===== config.mk =====
export PLATFORM = sky130hd
export DESIGN_NAME = approx_error_monitor
export DESIGN_NICKNAME = d
export VERILOG_FILES = /design/src/rtl/approx_error_monitor.sv
export SDC_FILE = /design/constraint.sdc
export NUM_CORES = 1
export LEC_CHECK = 0
export CORE_MARGIN = 2
export CORE_UTILIZATION = 30
export DETAILED_ROUTE_END_ITERATION = 10
export DONT_BUFFER_PORTS = 1
export GPL_ROUTABILITY_DRIVEN = 0
export GPL_TIMING_DRIVEN = 0
export PLACE_DENSITY = 0.45
export SLEW_MARGIN = 20
export SYNTH_ARGS = -nofsm -noshare
export SYNTH_HDL_FRONTEND = slang
export SYNTH_SLANG_ARGS = --single-unit

===== constraint.sdc =====
create_clock -name clk -period 5.5 [get_ports clk]
set_clock_uncertainty 0.1 [all_clocks]
set_input_delay 1.1 -clock clk [delete_from_list [all_inputs] [get_ports clk]]
set_output_delay 1.1 -clock clk [all_outputs]
set_load 0.01 [all_outputs]

===== src/rtl/approx_error_monitor.sv =====
// approx_error_monitor: accumulates error statistics of an approximate adder
// against its exact reference over a programmed number of samples.
// Input handshake -> stage 1 (signed difference) -> stage 2 (|diff| and stats).
module approx_error_monitor #(
    parameter int N     = 32,
    parameter int CNT_W = 16,
    parameter int ACC_W = 64
) (
    input  logic             clk,
    input  logic             rst_n,
    input  logic             start,
    input  logic [CNT_W-1:0] num_samples,
    input  logic             in_valid,
    output logic             in_ready,
    input  logic [N:0]       approx_sum,
    input  logic [N:0]       exact_sum,
    output logic             busy,
    output logic             done,
    output logic [CNT_W-1:0] sample_cnt,
    output logic [CNT_W-1:0] err_cnt,
    output logic [N:0]       max_ed,
    output logic [ACC_W-1:0] sum_ed,
    output logic             acc_ovf
);

    typedef enum logic [1:0] {IDLE, RUN, DRAIN, DONE} state_t;

    state_t             state_q, state_d;
    logic [CNT_W-1:0]   num_q, num_d;
    logic [CNT_W-1:0]   acc_cnt_q, acc_cnt_d;
    logic               s1_valid_q, s1_valid_d;
    logic [N+1:0]       diff_q, diff_d;
    logic [CNT_W-1:0]   sample_cnt_q, sample_cnt_d;
    logic [CNT_W-1:0]   err_cnt_q, err_cnt_d;
    logic [N:0]         max_ed_q, max_ed_d;
    logic [ACC_W-1:0]   sum_ed_q, sum_ed_d;
    logic               acc_ovf_q, acc_ovf_d;

    logic               clear;
    logic               accept;
    logic [N+1:0]       mag;
    logic [ACC_W:0]     ed_ext;
    logic [ACC_W:0]     sum_tot;

    // Ready only while the run still owes samples; independent of in_valid.
    assign in_ready = (state_q == RUN) && (acc_cnt_q < num_q);
    assign accept   = in_valid && in_ready;

    // Run-control FSM: start handling, accept counting, drain of stage 1.
    always_comb begin
        state_d   = state_q;
        num_d     = num_q;
        acc_cnt_d = acc_cnt_q;
        clear     = 1'b0;
        case (state_q)
            IDLE, DONE: begin
                if (state_q == DONE) state_d = IDLE;
                if (start) begin
                    clear     = 1'b1;
                    num_d     = num_samples;
                    acc_cnt_d = '0;
                    state_d   = (num_samples == '0) ? DRAIN : RUN;
                end
            end
            RUN: begin
                if (accept) begin
                    acc_cnt_d = acc_cnt_q + 1'b1;
                    if (acc_cnt_d == num_q) state_d = DRAIN;
                end
            end
            DRAIN: begin
                if (!s1_valid_q) state_d = DONE;
            end
            default: state_d = IDLE;
        endcase
    end

    // Stage 1: sign-extended difference, one extra bit so it never overflows.
    always_comb begin
        s1_valid_d = accept;
        diff_d     = diff_q;
        if (accept) diff_d = {exact_sum[N], exact_sum} - {approx_sum[N], approx_sum};
    end

    // Stage 2: magnitude of the difference folded into the run statistics.
    // The top bit of mag is always zero; it is carried into the sum anyway.
    always_comb begin
        mag           = diff_q[N+1] ? ('0 - diff_q) : diff_q;
        ed_ext        = '0;
        ed_ext[N+1:0] = mag;
        sum_tot       = {1'b0, sum_ed_q} + ed_ext;
        sample_cnt_d  = sample_cnt_q;
        err_cnt_d     = err_cnt_q;
        max_ed_d      = max_ed_q;
        sum_ed_d      = sum_ed_q;
        acc_ovf_d     = acc_ovf_q;
        if (clear) begin
            sample_cnt_d = '0;
            err_cnt_d    = '0;
            max_ed_d     = '0;
            sum_ed_d     = '0;
            acc_ovf_d    = 1'b0;
        end else if (s1_valid_q) begin
            sample_cnt_d = sample_cnt_q + 1'b1;
            if (mag != '0) err_cnt_d = err_cnt_q + 1'b1;
            if (mag[N:0] > max_ed_q) max_ed_d = mag[N:0];
            if (sum_tot[ACC_W]) begin
                sum_ed_d  = '1;
                acc_ovf_d = 1'b1;
            end else begin
                sum_ed_d  = sum_tot[ACC_W-1:0];
            end
        end
    end

    // State and pipeline registers.
    always_ff @(posedge clk or negedge rst_n) begin
        if (!rst_n) begin
            state_q      <= IDLE;
            num_q        <= '0;
            acc_cnt_q    <= '0;
            s1_valid_q   <= 1'b0;
            diff_q       <= '0;
            sample_cnt_q <= '0;
            err_cnt_q    <= '0;
            max_ed_q     <= '0;
            sum_ed_q     <= '0;
            acc_ovf_q    <= 1'b0;
        end else begin
            state_q      <= state_d;
            num_q        <= num_d;
            acc_cnt_q    <= acc_cnt_d;
            s1_valid_q   <= s1_valid_d;
            diff_q       <= diff_d;
            sample_cnt_q <= sample_cnt_d;
            err_cnt_q    <= err_cnt_d;
            max_ed_q     <= max_ed_d;
            sum_ed_q     <= sum_ed_d;
            acc_ovf_q    <= acc_ovf_d;
        end
    end

    assign busy       = (state_q == RUN) || (state_q == DRAIN);
    assign done       = (state_q == DONE);
    assign sample_cnt = sample_cnt_q;
    assign err_cnt    = err_cnt_q;
    assign max_ed     = max_ed_q;
    assign sum_ed     = sum_ed_q;
    assign acc_ovf    = acc_ovf_q;

endmodule


# Yosys cells after proc, flatten, opt, wreduce, memory -nomap -nowiden
# Index checks and enable logic that the tools add are counted.
[totals] reg_bits=199 elab_cells=72 inputBits=86
[op_classes] n_addsub=6 n_lt_le_gt_ge=2 muxes=27 n_reduce_logical=18 eq_ne=9
[op_table] cell="64-bit two-way mux" count=3
[op_table] cell="16-bit two-way mux" count=7
[op_table] cell="33-bit two-way mux" count=3
[op_table] cell="64-bit by 34-bit adder with 65-bit output" count=1
[op_table] cell="16-bit by 1-bit adder with 16-bit output, second input constant" count=3
[op_table] cell="34-bit two-way mux" count=1
[op_table] cell="34-bit nonzero test" count=1
[op_table] cell="1-bit by 34-bit subtractor with 34-bit output, first input constant" count=1
[op_table] cell="33-bit by 33-bit subtractor with 34-bit output" count=1
[op_table] cell="33-bit greater-than comparator" count=1
[op_table] cell="16-bit one-hot mux with 2 select lines" count=1
[op_table] cell="16-bit == test" count=1
[op_table] cell="16-bit zero test" count=1
[op_table] cell="16-bit < comparator" count=1
[op_table] cell="2-bit two-way mux" count=6
[op_table] cell="2-bit nonzero test" count=5
[op_table] cell="2-bit AND reduction" count=4
[op_table] cell="2-bit != test, second input constant" count=3
[op_table] cell="2-bit one-hot mux with 3 select lines" count=1
[op_table] cell="1-bit two-way mux" count=5
[op_table] cell="2-bit == test, second input constant" count=2
[op_table] cell="4-bit AND reduction" count=1
[op_table] cell="3-bit != test, second input constant" count=1
[op_table] cell="3-bit AND reduction" count=1
[op_table] cell="6 further kinds" count=7

# Depth between registers and ports, before layout
# Gate-level depths: netlist of run 1.
[depth] depth_word=6 mapped_depth=20 mapped_depth_nobuf=18

# Worst setup path after synthesis of run 1
# Ideal clock, no wire load.
[synth_timing] path_kind="register to register" start="register diff_q[9]" end="register sum_ed_q[55], in the netlist sum_ed[55]" slack_ps=409 path_buffers=1 required_ps=5314 period_less_slack_ps=5091 arrival_ps=4905 path_stages_with_launch=18 path_cell_list="dfrtp_1 -> or4_1 -> nand4bb_4 -> or2_2 -> nor4_1 -> nand2b_1 -> xnor2_1 -> ha_1 -> clkbuf_1 -> a21o_1 -> a21o_1 -> a21oi_1 -> o21a_1 -> a21boi_0 -> o311ai_1 -> nor3_1 -> and3_1 -> nor3_1"
[synth_between] elab_chain_cells=6
[synth_rtl] element="start: declaration" line_no="32" rtl="logic [N+1:0] diff_q, diff_d;"
[synth_rtl] element="start signal: assignment" line_no="134" rtl="diff_q <= diff_d;"
[synth_rtl] element="1-bit by 34-bit subtractor with 34-bit output" line_no="88" rtl="mag = diff_q[N+1] ? ('0 - diff_q) : diff_q;"
[synth_rtl] element="34-bit two-way mux *" line_no="88"
[synth_rtl] element="64-bit by 34-bit adder with 65-bit output *" line_no="91" rtl="sum_tot = {1'b0, sum_ed_q} + ed_ext;"
[synth_rtl] element="64-bit two-way mux *" line_no="107" rtl="if (sum_tot[ACC_W]) begin"
[synth_rtl] element="64-bit two-way mux *" line_no="103" rtl="end else if (s1_valid_q) begin"
[synth_rtl] element="64-bit two-way mux *" line_no="97" rtl="if (clear) begin"
[synth_rtl] element="end signal: assignment" line_no="138" rtl="sum_ed_q <= sum_ed_d;"
[synth_rtl] element="end: declaration" line_no="36" rtl="logic [ACC_W-1:0] sum_ed_q, sum_ed_d;"
# Mark *: on every way between the ends. The rest lies on a longest branch, timed or not. The select of a mux whose other input is x is not followed.
# A chain may end at the register's enable or synchronous reset.

# Worst setup path in the final report of run 1
[layout_timing] start="register diff_q[0]" end="register sum_ed_q[60], in the netlist sum_ed[60]"
# The elaborated chain is that of the path after synthesis.

==> results of run 1 <==
## power by group
| part | internal [mW] | total (mW) | switching, mW |
|---|---|---|---|
| Clock | 0.770 | 1.41 | 0.636 |
| Combinational | 2.27 | 5.95 | 3.68 |
| Sequential | 1.84 | 2.46 | 0.621 |
## flip-flops by register name, indices dropped and copies added, names as in the netlist, 2 cells and up
| signal | flops |
|---|---|
| diff_q | 34 |
| max_ed | 33 |
| state_q | 2 |
| num_q | 16 |
| sample_cnt | 16 |
| sum_ed | 64 |
| acc_cnt_q | 16 |
| err_cnt | 16 |
## final cells by class
class	instances	area (um^2)
clock buffer	19	442.9
fill	5466	34180
multi-input combinational	1475	10060
buffer	93	380.4
timing repair buffer	9	67.56
inverter	127	476.7
clock inverter	11	172.7
tap	680	850.8
sequential	199	4981
## cells by family after synthesis
logic type      share of synthesized area (%)
compound gates                          22.24
xor+xnor                                8.020
fa+ha+maj                               10.04
buf+inv                                 5.593
flops                                   31.67
mux                                     3.485
simple gates                            18.96
## per-layer routing
layer / vias up / routed length (um) / global-route usage [%]
met1: 6647 / 24100 / 25.60
met3: 47 / 2639 / 4.779
met4: 0 / 1257 / 6.608
met5: - / 0 / 0
li1: 6883 / - / -
met2: 322 / 24360 / 31.43
## worst max-delay path, stage by stage (launching register included)
cell      delay, ps
dfrtp_2         450
inv_1           100
ha_2            230
or4b_4          500
or2_1           220
buf_2           200
or4_4           550
o41ai_4         270
xnor2_2         170
ha_1            340
and4_1          250
nand2_1         130
nor2_2          160
o31a_1          240
o21ai_2         150
a2111o_2        590
buf_4           200
and4_1          190
nor3_1          160
## placed cells by master, fill, tap and decap left out, types with 10 or more instances in the layout
master / n
buf_4: 10
a21o_1: 59
clkbuf_16: 17
nand4_1: 37
xor2_1: 48
o21ai_0: 128
and4_1: 14
a211oi_1: 12
o31ai_1: 19
nand3_1: 42
o21a_1: 17
buf_1: 12
nor2_1: 100
nor3_1: 37
mux2i_1: 48
xnor2_1: 94
clkbuf_1: 64
nor2b_1: 11
clkbuf_2: 13
a21oi_1: 140
nand2b_1: 11
or2_2: 14
o211ai_1: 16
dfrtp_1: 198
a31oi_1: 20
and3_1: 22
or3_1: 19
nor4_1: 11
nand2_1: 242
ha_1: 117
inv_1: 127
## per-stage QoR
stage | setup WS, ps | util (%) | total power [mW] | hold WS [ps] | TNS (ps)
finish | 225.9 | 33.78 | 9.818 | 214.2 | 0
global route | 4.801 | 33.78 | 10.76 | 170.5 | 0
CTS | 12.66 | 33.61 | 9.806 | 149.7 | 0
detailed placement | -1249 | 32.18 | 8.267 | 403.6 | -65930
global placement | -1251 | 32.12 | 8.182 | 395.3 | -67220
floorplan | 408.9 | - | 6.569 | 352.3 | 0
## what timing repair did
action	CTS	global route
endpoints found under the setup margin	95	95
buffers inserted	5	2
resized for setup	28	30
hold buffers	0	0
pin swaps	5	4
## worst min-delay path by stage
stage,startpoint,endpoint,slack (ps)
2_1_floorplan,num_q[0],num_q[0],350
3_3_place_gp,diff_q[1],diff_q[1],400
3_5_place_dp,diff_q[1],diff_q[1],400
4_1_cts,rst_n,max_ed[24],150
5_1_grt,rst_n,sample_cnt[4],170
6_report,rst_n,sample_cnt[4],210
==> impl_metrics.json, run 1 <==
{
  "grt_use_total_pct": 19.57,
  "cts.sinks": 199,
  "synthFlopType": "dfrtp_1",
  "start_util_pct": 30.47,
  "wirelength_um": 52360,
  "instances_no_fill": 2613,
  "slew_viol_final": 0,
  "path_clk_slew_ps": 70,
  "diodes": 0,
  "ctsLongestPathBuffers": 2,
  "ys_async_sr_fraction_pct": 100.0,
  "grt_pass1_vias": 13773,
  "dieArea_um2": 54270,
  "endpoint": "sum_ed[60]",
  "die_w_um": 233.0,
  "syn_inst": 1905,
  "syn_to_final_growth_pct": 10.88,
  "synth_top_cell_by_area": "dfrtp_1",
  "hp-class": "in2async",
  "cts-root-buf": "clkbuf_16",
  "setup_viol": 0,
  "seq_area_frac_synth_pct": 31.67,
  "post-synth-top-count-cell": "nand2_1",
  "critical_path_required_ps": 5820,
  "synth_cell_types": 82,
  "drc_errors": 0,
  "critical_path_class": "reg2reg",
  "cts_max_level": 4,
  "port_buffers": 0,
  "avgSynthCellArea_um2": 8.255,
  "place_hpwl_um": 40500,
  "cp-start-kind": "flop",
  "numCtsBuffers": 17,
  "crit_start": "diff_q[0]",
  "dr.pass1.iters": 5,
  "dr_total_vias": 13899,
  "timing.rr.end": "sum_ed[60]",
  "nets": 2133,
  "synth_warnings": 0,
  "outcome": "completed",
  "antenna_found_initial": 0,
  "place_inst": 2587,
  "grt_pass1_wl_um": 81140,
  "crit_arrival_ps": 5590,
  "antenna_left": 0,
  "die_y_um": 233.0,
  "io_pins": 219,
  "power_density_nw_per_um2": 563.0,
  "final-hold-violation-count": 0,
  "synth_top_area_share_pct": 31.67,
  "p_leak_nw": 7.500,
  "cts_tree": "done",
  "reg2reg_slack_ps": 230,
  "synth.area.top_cells": "dfrtp_1 32%, ha_1 9.8%, nand2_1 5.8%",
  "finalCriticalPeriod_ps": 5274,
  "final_cell_area_um2": 17440,
  "rows": 83,
  "grt_overflow": 0,
  "cp_max_fo": 9,
  "vdd_ir_drop_max_v": 0.0003345,
  "drtIter0Drc": 824,
  "max_freq_mhz": 189.6,
  "critPathCaptureType": "flop",
  "fin_crit_sh_pct": 95.89,
  "cap_violations": 0,
  "core_um2": 51610,
  "wl_per_cell_um": 20.04,
  "slew_headroom_pct": 40.55,
  "layout-drive-gt1-share_pct": 5.949,
  "r2r-start": "diff_q[0]",
  "rsz0062_at_grt": "false",
  "tightest_slew_ps": 891.8,
  "synth_common_cells": "242 x nand2_1, 199 x dfrtp_1, 142 x a21oi_1, 129 x o21ai_0, 127 x inv_1",
  "syn_area_um2": 15730,
  "ys_seq_elements": 199,
  "place_area_um2": 16610,
  "clock_latency_ps": 510,
  "synthesis.nets": 2116,
  "synth-edff-count": 0,
  "grt_max_degree": 200,
  "avgViaCountPerCell": 5.319,
  "worst-r2r-cell-count": 18
}
(Power assumes the default switching activity.)
==> inputs of run 2 (changes only) <==
- CORE_MARGIN: 2 -> 4
==> impl_metrics.json, run 2 (synthesized netlist as in run 1, its figures left out) <==
{
  "slew_headroom_pct": 35.46,
  "drc_errors": 0,
  "path_cells": "inv_1, ha_2, or4b_4, or2_1, buf_2, or4_4, o41ai_4, xnor2_2, ha_1, and4_1, nand2_1, nor2_2, o31a_1, o21ai_4, a2111o_2, buf_4, a311oi_1",
  "grt_use_total_pct": 18.55,
  "crit_arrival_ps": 5560,
  "power_density_nw_per_um2": 556.6,
  "wl_per_cell_um": 20.19,
  "layout_common_cells": "242 x nand2_1, 198 x dfrtp_1, 139 x a21oi_1, 128 x o21ai_0, 127 x inv_1",
  "cp_max_fo": 10,
  "dr_total_vias": 13899,
  "final_common_cell": "nand2_1",
  "place_area_um2": 16610,
  "finalCriticalPeriod_ps": 5257,
  "cp_slowest_stage_delay_ps": 550,
  "grt_pass1_vias": 13644,
  "vdd_ir_drop_max_v": 0.0003260,
  "hp-class": "in2async",
  "place_hpwl_um": 40760,
  "avgViaCountPerCell": 5.313,
  "path_clk_slew_ps": 80,
  "setup_ws_ps": 243.0,
  "crit_family": "simple AND/OR/NAND/NOR gates",
  "core_um2": 51610,
  "n_fill_cell": 5503,
  "antenna_found_initial": 0,
  "diodes": 0,
  "cts-root-buf": "clkbuf_16",
  "cap_violations": 0,
  "cp-start-kind": "flop",
  "r2r-start": "diff_q[0]",
  "rows": 83,
  "drtIter0Drc": 864,
  "die_y_um": 237.0,
  "pwr-share-comb_pct": 61.0,
  "layout-drive-gt1-share_pct": 5.682,
  "cts.sinks": 199,
  "clockPowerShare_pct": 13.5,
  "tightest_slew_ps": 968.2,
  "pre_cts_ws_ps": -1238,
  "grt_overflow": 0,
  "start_util_pct": 30.47,
  "max_freq_mhz": 190.2,
  "critical_path_required_ps": 5800,
  "dr.pass1.iters": 5,
  "antenna_left": 0,
  "slew_viol_final": 0,
  "critical_path_class": "reg2reg",
  "io_pins": 219,
  "tns_ps": 0,
  "wirelength_um": 52810,
  "critPathCaptureType": "flop",
  "internal-power_mw": 4.745,
  "final_cell_area_um2": 17380,
  "path_buf_inv": 3,
  "numCtsBuffers": 17,
  "largest_register_ffs": 64,
  "outcome": "completed",
  "cts_tree": "done",
  "crit_start": "diff_q[0]",
  "nets": 2135,
  "p_sw_mw": 4.929,
  "grt_pass1_wl_um": 81900,
  "syn_to_final_growth_pct": 10.52,
  "power_switching_share_pct": 50.95,
  "port_buffers": 0,
  "dieArea_um2": 56150,
  "p_leak_nw": 7.481,
  "setup_viol": 0,
  "grt_max_degree": 200,
  "cpMaxStageDelayCell": "or4_4",
  "cts_max_level": 4,
  "clock_latency_ps": 500,
  "final-hold-violation-count": 0,
  "cts-hold-fix-buffers": 0,
  "die_w_um": 237.0,
  "fin_crit_sh_pct": 95.58,
  "p_seq_share_pct": 25.5,
  "ctsLongestPathBuffers": 2
}
[run 2: worst paths after layout]
check                                   to  slack, ps  cells after the start
worst max-delay path            sum_ed[61]        240                     17
worst min-delay path             sum_ed[3]        210                      0
worst max register to register  sum_ed[61]        240                     17
worst min register to register   diff_q[1]        410                      2
max in group asynchronous         num_q[5]       4790                      0
min in group clk                 diff_q[1]        410                      2
[run 2: layout make-up]
class,count,area (um^2),area share (%)
tap,680,850.8,4.895
clock buffer,20,446.7,2.570
clock inverter,11,125.1,0.7199
multi-input combinational,1475,10040,57.79
buffer,95,387.9,2.232
inverter,127,476.7,2.743
sequential,199,4981,28.66
timing repair buffer,9,67.56,0.3887
[run 2: layer usage]
metal	up-vias	global-route usage [%]	routed length (um)
li1	6880	-	-
met1	6684	24.47	24490
met2	285	30.11	24650
met3	50	4.752	2563
met4	0	5.308	1111
met5	-	0	0
[run 2: per-stage QoR]
stage                     util, %  instances  power [mW]  hold WS (ps)
after floorplan                 -       1905       6.569         352.3
after global placement      32.12       2585       8.184         395.0
after detailed placement    32.18       2587       8.266         401.1
after CTS                   33.51       2621       9.683         153.2
after global routing        33.67       2616       10.62         161.6
final                       33.67       2616       9.674         207.2
[run 2: repair_timing]
item,in CTS,in global routing
buffers inserted,5,2
resized for setup,28,26
pin swaps,4,6
setup endpoints to repair,95,95
gates cloned,0,0
[run 2: power by group through the flow]
| stage | sequential (mW) | clock [mW] | combinational, mW |
|---|---|---|---|
| 2_1_floorplan | 2.23 | 0 | 4.34 |
| 6_report | 2.47 | 1.30 | 5.90 |
| 3_3_place_gp | 2.50 | 0 | 5.68 |
| 3_5_place_dp | 2.51 | 0 | 5.76 |
| 5_1_grt | 2.53 | 1.41 | 6.67 |
| 4_1_cts | 2.48 | 1.36 | 5.85 |
